**config.mk**
```make
export PLATFORM = sky130hd
export DESIGN_NAME = serial_subtractor
export DESIGN_NICKNAME = d
export VERILOG_FILES = /design/src/rtl/serial_sub_pkg.sv /design/src/rtl/full_subtractor.sv /design/src/rtl/serial_subtractor.sv
export SDC_FILE = /design/constraint.sdc
export NUM_CORES = 1
export LEC_CHECK = 0
export ABC_AREA = 1
export CORE_ASPECT_RATIO = 1.25
export CORE_MARGIN = 10
export CORE_UTILIZATION = 52
export DETAILED_ROUTE_END_ITERATION = 8
export PLACE_DENSITY = 0.87
export SLEW_MARGIN = 10
export SYNTH_ARGS = -nofsm -noshare
export SYNTH_HDL_FRONTEND = slang
export SYNTH_SLANG_ARGS = --single-unit
```
**constraint.sdc**
```tcl
create_clock -name clk -period 1.6 [get_ports clk]
set_input_delay 0.24 -clock clk [delete_from_list [all_inputs] [get_ports clk]]
set_output_delay 0.24 -clock clk [all_outputs]
set_load 0.05 [all_outputs]
```
**src/rtl/serial_sub_pkg.sv**
```systemverilog
// Shared definitions for the bit-serial subtractor.
//
// Contents:
//   sub_state_t        - controller state encoding (IDLE, RUN, DONE)
//   SUB_WIDTH_DEFAULT  - default operand/result width
package serial_sub_pkg;

  typedef enum logic [1:0] {
    IDLE = 2'd0,
    RUN  = 2'd1,
    DONE = 2'd2
  } sub_state_t;

  localparam int SUB_WIDTH_DEFAULT = 8;

endpackage

```
**src/rtl/full_subtractor.sv**
```systemverilog
// One-bit full subtractor cell: computes a - b - bin.
//
// Ports:
//   a    - minuend bit
//   b    - subtrahend bit
//   bin  - borrow in from the less significant bit
//   diff - difference bit
//   bout - borrow out to the more significant bit
module full_subtractor (
  input  logic a,
  input  logic b,
  input  logic bin,
  output logic diff,
  output logic bout
);

  assign diff = a ^ b ^ bin;

  // Borrow out when b exceeds a, or when the bits are equal and a borrow is pending.
  assign bout = (~a & b) | (~(a ^ b) & bin);

endmodule

```
**src/rtl/serial_subtractor.sv**
```systemverilog
// Bit-serial WIDTH-bit subtractor: diff = a - b, processed LSB first, one bit
// per clock, through a single full_subtractor cell with the borrow kept in a flop.
//
// Parameters:
//   WIDTH  - operand/result width, 2..64
//
// Ports:
//   clk    - system clock, rising edge
//   rst    - synchronous reset, active high
//   start  - request, sampled only in IDLE or DONE
//   a, b   - operands, captured on the accepting edge
//   busy   - high while bits are being processed
//   done   - one-cycle pulse when diff/bout have just been updated
//   diff   - registered result a - b mod 2^WIDTH
//   bout   - registered final borrow (1 iff a < b unsigned)
//   ovf    - (only with SERIAL_SUBTRACTOR_OVF_EN) signed overflow of the result
//
// Optional feature macro: SERIAL_SUBTRACTOR_OVF_EN
module serial_subtractor
  import serial_sub_pkg::*;
#(
  parameter int WIDTH = SUB_WIDTH_DEFAULT
) (
  input  logic             clk,
  input  logic             rst,
  input  logic             start,
  input  logic [WIDTH-1:0] a,
  input  logic [WIDTH-1:0] b,
  output logic             busy,
  output logic             done,
  output logic [WIDTH-1:0] diff,
`ifdef SERIAL_SUBTRACTOR_OVF_EN
  output logic             ovf,
`endif
  output logic             bout
);

  localparam int CNT_W = $clog2(WIDTH);
  localparam logic [CNT_W-1:0] CNT_LAST = CNT_W'(WIDTH - 1);

  sub_state_t       state_q, state_d;
  logic [CNT_W-1:0] cnt_q, cnt_d;
  logic [WIDTH-1:0] a_sh_q, a_sh_d;
  logic [WIDTH-1:0] b_sh_q, b_sh_d;
  logic [WIDTH-2:0] acc_q, acc_d;
  logic             borrow_q, borrow_d;
  logic [WIDTH-1:0] diff_q, diff_d;
  logic             bout_q, bout_d;

`ifdef SERIAL_SUBTRACTOR_OVF_EN
  logic             a_msb_q, a_msb_d;
  logic             b_msb_q, b_msb_d;
  logic             ovf_q, ovf_d;
`endif

  logic             cell_diff;
  logic             cell_bout;
  logic [WIDTH-1:0] acc_shifted;
  logic             accept;
  logic             last_bit;

  full_subtractor u_cell (
    .a    (a_sh_q[0]),
    .b    (b_sh_q[0]),
    .bin  (borrow_q),
    .diff (cell_diff),
    .bout (cell_bout)
  );

  // The new bit enters at the MSB; on the final step this is the full result,
  // so the commit takes it directly and partial results never reach diff.
  assign acc_shifted = {cell_diff, acc_q};
  assign accept      = start && (state_q == IDLE || state_q == DONE);
  assign last_bit    = (cnt_q == CNT_LAST);

  always_comb begin
    state_d  = state_q;
    cnt_d    = cnt_q;
    a_sh_d   = a_sh_q;
    b_sh_d   = b_sh_q;
    acc_d    = acc_q;
    borrow_d = borrow_q;
    diff_d   = diff_q;
    bout_d   = bout_q;
`ifdef SERIAL_SUBTRACTOR_OVF_EN
    a_msb_d  = a_msb_q;
    b_msb_d  = b_msb_q;
    ovf_d    = ovf_q;
`endif

    unique case (state_q)
      IDLE, DONE: begin
        state_d = IDLE;
        if (accept) begin
          state_d  = RUN;
          a_sh_d   = a;
          b_sh_d   = b;
          borrow_d = 1'b0;
          cnt_d    = '0;
`ifdef SERIAL_SUBTRACTOR_OVF_EN
          a_msb_d  = a[WIDTH-1];
          b_msb_d  = b[WIDTH-1];
`endif
        end
      end
      RUN: begin
        a_sh_d   = {1'b0, a_sh_q[WIDTH-1:1]};
        b_sh_d   = {1'b0, b_sh_q[WIDTH-1:1]};
        acc_d    = acc_shifted[WIDTH-1:1];
        borrow_d = cell_bout;
        cnt_d    = cnt_q + 1'b1;
        if (last_bit) begin
          state_d = DONE;
          cnt_d   = '0;
          diff_d  = acc_shifted;
          bout_d  = cell_bout;
`ifdef SERIAL_SUBTRACTOR_OVF_EN
          // Overflow only possible when operand signs differ; cell_diff is the result MSB.
          ovf_d   = (a_msb_q != b_msb_q) && (cell_diff != a_msb_q);
`endif
        end
      end
      default: state_d = IDLE;
    endcase
  end

  always_ff @(posedge clk) begin
    if (rst) begin
      state_q  <= IDLE;
      cnt_q    <= '0;
      a_sh_q   <= '0;
      b_sh_q   <= '0;
      acc_q    <= '0;
      borrow_q <= 1'b0;
      diff_q   <= '0;
      bout_q   <= 1'b0;
`ifdef SERIAL_SUBTRACTOR_OVF_EN
      a_msb_q  <= 1'b0;
      b_msb_q  <= 1'b0;
      ovf_q    <= 1'b0;
`endif
    end else begin
      state_q  <= state_d;
      cnt_q    <= cnt_d;
      a_sh_q   <= a_sh_d;
      b_sh_q   <= b_sh_d;
      acc_q    <= acc_d;
      borrow_q <= borrow_d;
      diff_q   <= diff_d;
      bout_q   <= bout_d;
`ifdef SERIAL_SUBTRACTOR_OVF_EN
      a_msb_q  <= a_msb_d;
      b_msb_q  <= b_msb_d;
      ovf_q    <= ovf_d;
`endif
    end
  end

  assign busy = (state_q == RUN);
  assign done = (state_q == DONE);
  assign diff = diff_q;
  assign bout = bout_q;
`ifdef SERIAL_SUBTRACTOR_OVF_EN
  assign ovf  = ovf_q;
`endif

endmodule

```
======== Word-level counts from Yosys, hierarchy flattened ========
Index checks and enable logic that the tools add are counted.
word-level totals
  register bits after elaboration ......... 38
  output and inout bits ................... 11
  word-level logic and storage cells ...... 40
cells by class
  $add $sub $neg .......................... 1
  equal/unequal tests ..................... 5
  muxes and demuxes ....................... 12
  bitwise logic cells ..................... 7
  reductions and logical operators ........ 7
operator list
  kind                   number
  $pmux W8 S2            2
  $mux W8                2
  $mux W3                2
  $pmux W3 S2            1
  $pmux W2 S2            1
  $reduce_and A2 Y1      2
  $add A3 B1 Y3 const B  1
  $eq A3 B3 Y1 const B   1
  $and A1 B1 Y1          2
  $eq A2 B1 Y1 const B   1
  $eq A2 B2 Y1 const B   1
  $logic_not A2 Y1       1
  $mux W1                2
  $mux W2                1
  $ne A2 B1 Y1 const B   1
  $ne A2 B2 Y1 const B   1
  $not A1 Y1             2
  $pmux W1 S2            1
  $reduce_bool A2 Y1     1
  $reduce_or A2 Y1       1
  $xor A1 B1 Y1          2
  $logic_and A1 B1 Y1    1
  $logic_or A1 B1 Y1     1
  $or A1 B1 Y1           1

======== Logic depth before layout (Yosys ltp) ========
Gate-level depths: netlist of run 1.
  depth after elaboration ................. 5
  mapped depth ............................ 7
  depth with buffers taken out ............ 6

======== Hierarchy ========
A second synthesis of run 1 with hierarchy kept.
unflattened totals
  cell total of the unflattened synthesis .. 251
  area total of the unflattened synthesis .. 1759.2 um^2
by module, submodules not included
  module             instances  cells an instance  area each (um^2)  sequential area each (um^2)
  serial_subtractor  1          247                1727.9            760.7
  full_subtractor    1          4                  31.3              0.0

======== Worst setup path before layout of run 1 ========
OpenSTA, ideal clock, no wires.
  path kind ............................... register -> output
  start point ............................. register state_q[1]
  end point ............................... output port done
  data arrival time ....................... 1.260 ns
  required time ........................... 1.360 ns
  slack ................................... 0.100 ns
  cell stages (with the launch flop) ...... 4
  path buffers ............................ 1
  cell sequence ........................... dfxtp_1 -> inv_2 -> buf_2 -> nor2_1
on the way
  cells in the longest elaborated chain, start to end .. 1
RTL lines
  item                      RTL line                  text
  start: declaration        serial_subtractor.sv:41   sub_state_t state_q, state_d;
  start signal: assignment  serial_subtractor.sv:143  state_q <= state_d;
  $eq A2 B2 Y1              serial_subtractor.sv:160  assign done = (state_q == DONE);
  end: declaration          serial_subtractor.sv:30   output logic done,
No other way between the ends.

======== Final worst setup path of run 1 ========
  start point ............................. register state_q[0]
  end point ............................... output port busy
on the way
  cells in the longest elaborated chain, start to end .. 1
RTL lines
  item              RTL line                  text
  $eq A2 B1 Y1      serial_subtractor.sv:159  assign busy = (state_q == RUN);
  end: declaration  serial_subtractor.sv:29   output logic busy,
No other way between the ends.

==> impl_metrics.py, run 1 <==
metrics = {
    "outcome": {
        "status": "finished clean",
    },
    "timing": {
        "timing.hold.ws_ns": 0.467,
        "slew_headroom_pct": 72.3,
        "finalClockSkew_ns": 0.00580,
        "worst_slack_ns": 0.115,
        "fin_crit_ns": 1.48,
        "hold_viol": 0,
        "grt_setup_unrepaired": "no",
        "period_share_pct": 92.8,
        "worstMarginPinSlew_ns": 0.414,
        "maxSlewViolCount": 0,
        "setup_tns_ns": 0,
        "clock.fmax_mhz": 673,
        "setup_viol": 0,
    },
    "cts": {
        "clk_pin_slew_worst_paths_ns": 0.07,
        "clk_latency_ns": 0.29,
        "clock_path_buffers": 2,
        "h-tree-depth": 2,
        "cts_resized": 0,
        "cts_setup_buffers": 0,
        "clock-sinks": 38,
        "cts_tree": "built",
        "postCtsHoldBufs": 0,
        "cts_root_buf": "clkbuf_8",
        "numCtsBuffers": 5,
    },
    "power_and_ir_drop": {
        "total_power_mw": 2.02,
        "power_density_nw_per_um2": 951,
        "power.leakage_nw": 0.994,
        "ir_drop_v": 0.000748,
    },
    "detailed_routing": {
        "post_drt_wl_per_cell_um": 12.1,
        "drt_iter0_drc": 159,
        "dr.pass1.iters": 4,
        "wirelength_um": 3780,
        "viasPerCell": 5.15,
        "vias": 1616,
        "drc": 0,
        "postRouteAntennaNets": 0,
    },
    "logic_synthesis": {
        "synth_compound_area_share_pct": 7.31,
        "synth_simple_gate_area_share_pct": 32.9,
        "ys.flop_type": "dfxtp_1",
        "ys.warnings.count": 0,
        "async_reset_ff_share_pct": 0,
        "synth_top_family_by_area": "simple AND/OR/NAND/NOR gates",
        "muxShareOfSynthArea_pct": 0,
        "synth_top_area_share_pct": 43.6,
        "syn_nets": 271,
        "yosysSeqAreaShare_pct": 43.6,
        "syn_avg_cell_area_um2": 7.01,
        "syn_inst": 249,
        "ys_types": 20,
        "synthTopCellsByArea": "dfxtp_1 44%, nand3_1 12%, nand2_1 9.0%",
        "synth_fa_ha_area_share_pct": 2.58,
        "yosysTopAreaCell": "dfxtp_1",
        "synth-xor-area-share_pct": 0,
        "synth-edff-count": 0,
        "netlist_area_um2": 1750,
        "ys_seq_elements": 38,
    },
    "worst_hold_path": {
        "whs_path_depth": 2,
        "min-delay-start": "diff[5]",
        "hold_class": "flip-flop to flip-flop",
        "whs_endpoint": "diff[5]",
    },
    "global_route": {
        "grt_max_degree": 36,
        "grt_overflow_total": 0,
        "antenna_found_initial": 0,
        "grt_usage_pct": 12.9,
        "gr-max-usage-layer": "met2",
        "grtUsageMet1_pct": 13.1,
        "grt_pass1_vias": 1593,
        "use_met2_pct": 21.5,
        "grt.met3_usage_pct": 6.24,
        "grt_pass1_wl_um": 6550,
    },
    "setup_path": {
        "end_kind": "primary output",
        "critPathRequiredTime_ns": 1.36,
        "crit_slowest_cell": "dfxtp_1",
        "path_cells": "inv_2, nor2_4, buf_12",
        "crit_path_start_kind": "flip-flop",
        "slowest_delay_ns": 0.35,
        "rr_worst_depth": 5,
        "reg2reg_to": "bout",
        "critPathMaxFanout": 16,
        "crit_type": "flip-flop to primary output",
        "arrival_ns": 1.24,
        "reg2reg_slack_ns": 0.19,
        "regToRegStartpoint": "state_q[0]",
    },
    "floorplanning": {
        "io_pins": 30,
        "die_h_um": 84.8,
        "coreArea_um2": 3220,
        "fp.dieW_um": 71.8,
        "initial_utilization_pct": 54.2,
        "rows": 23,
        "dieArea_um2": 6090,
    },
    "place": {
        "place_area_um2": 2040,
        "numPortBuffers": 29,
        "dpl.hpwl_um": 2590,
        "gp_congestion": 0.768,
        "dp.cells": 307,
        "pre_cts_ws_ns": 0.143,
    },
    "cells_and_area": {
        "num_antenna_cells": 0,
        "drive_above_1_share_pct": 10.8,
        "instances_no_fill": 314,
        "final_area_um2": 2120,
        "fillers": 301,
        "finish.utilization_pct": 65.9,
        "area_growth_pct": 21.6,
        "final_nets": 299,
    },
    "run": {
        "drv_cap": 0,
    },
}
[state kept, by name, summed over array words and instances, names as in the netlist]
register  flops
diff          8
b_sh_q        8
bout          1
cnt_q         3
acc_q         7
borrow_q      1
state_q       2
a_sh_q        8
[cells in the final DEF (no fill, tap or decap), types with 2 or more instances in the layout]
cell type         n
nand3_1          43
nand2_1          42
dfxtp_1          38
inv_1            35
nor2_1           27
clkdlybuf4s50_1  18
buf_4            17
a21oi_1          14
nor3_1           14
o21ai_0          10
clkbuf_8          5
inv_2             2
ha_1              2
clkinv_2          2
buf_12            2
[per-layer routing]
layer | vias to the layer above | wire length (um) | part of all wire, %
met5 | - | 0 | 0
met4 | 0 | 87 | 2.3
met3 | 11 | 290 | 7.7
met2 | 40 | 1780 | 47
met1 | 729 | 1620 | 43
li1 | 836 | - | -
[how the worst max path moves through the flow]
| stage | startpoint | endpoint | cells after the start | slack (ns) |
|---|---|---|---|---|
| final | state_q[0] | busy | 3 | 0.12 |
| after global routing | state_q[0] | diff[2] | 5 | 0.03 |
| after CTS | state_q[0] | busy | 3 | 0.12 |
| after detailed placement | start | a_sh_q[0] | 4 | 0.14 |
| after global placement | start | state_q[0] | 4 | 0.20 |
| after floorplan | state_q[1] | done | 3 | 0.10 |
[Yosys cell counts (3+ instances only)]
master,instances
clkbuf_1,3
dfxtp_1,38
buf_4,3
a21oi_1,14
nand3_1,43
inv_1,35
nor2_1,27
buf_2,8
o21ai_0,10
nand2_1,42
nor3_1,14
[kinds of logic (layout without fill, tap and decap cells)]
kind of cell / after synthesis / in the layout
compound gates: 25 / 25
fa+ha+maj: 3 / 3
buf+inv: 54 / 82
flops: 38 / 38
simple gates: 129 / 129
[critical path: cells and delay by family, from the launching register on]
kind	cells	cell delay, ns
flops	1	0.35
buf+inv	2	0.26
simple gates	1	0.33
[report_power, final]
group | internal (mW) | leakage, nW | switching [mW] | total [mW]
Clock | 0.292 | 0.0438 | 0.335 | 0.627
Sequential | 1.01 | 0.312 | 0.0261 | 1.04
Combinational | 0.154 | 0.638 | 0.204 | 0.357
Total | 1.46 | 0.994 | 0.564 | 2.02
[area by class of cell]
cell class              count  area (um2)  area share (%)
well taps                  37        46.3            2.18
repair buffers             37         348            16.4
flip-flops and latches     38         761            35.8
inverters                  38         143            6.72
clock inverters             2        10.0           0.471
multi-input cells         157         747            35.2
clock buffers               5        68.8            3.24
Power figures use the tool's default switching activity.
==> inputs of run 2 (changes only) <==
--- a/config.mk
+++ b/config.mk
@@ -10,6 +10,7 @@
 export CORE_MARGIN = 10
 export CORE_UTILIZATION = 52
 export DETAILED_ROUTE_END_ITERATION = 8
+export HOLD_SLACK_MARGIN = 0.12
 export PLACE_DENSITY = 0.87
 export SLEW_MARGIN = 10
 export SYNTH_ARGS = -nofsm -noshare
==> results of run 2 <==
Final layout, timing and power as in run 1 (identical DEF).
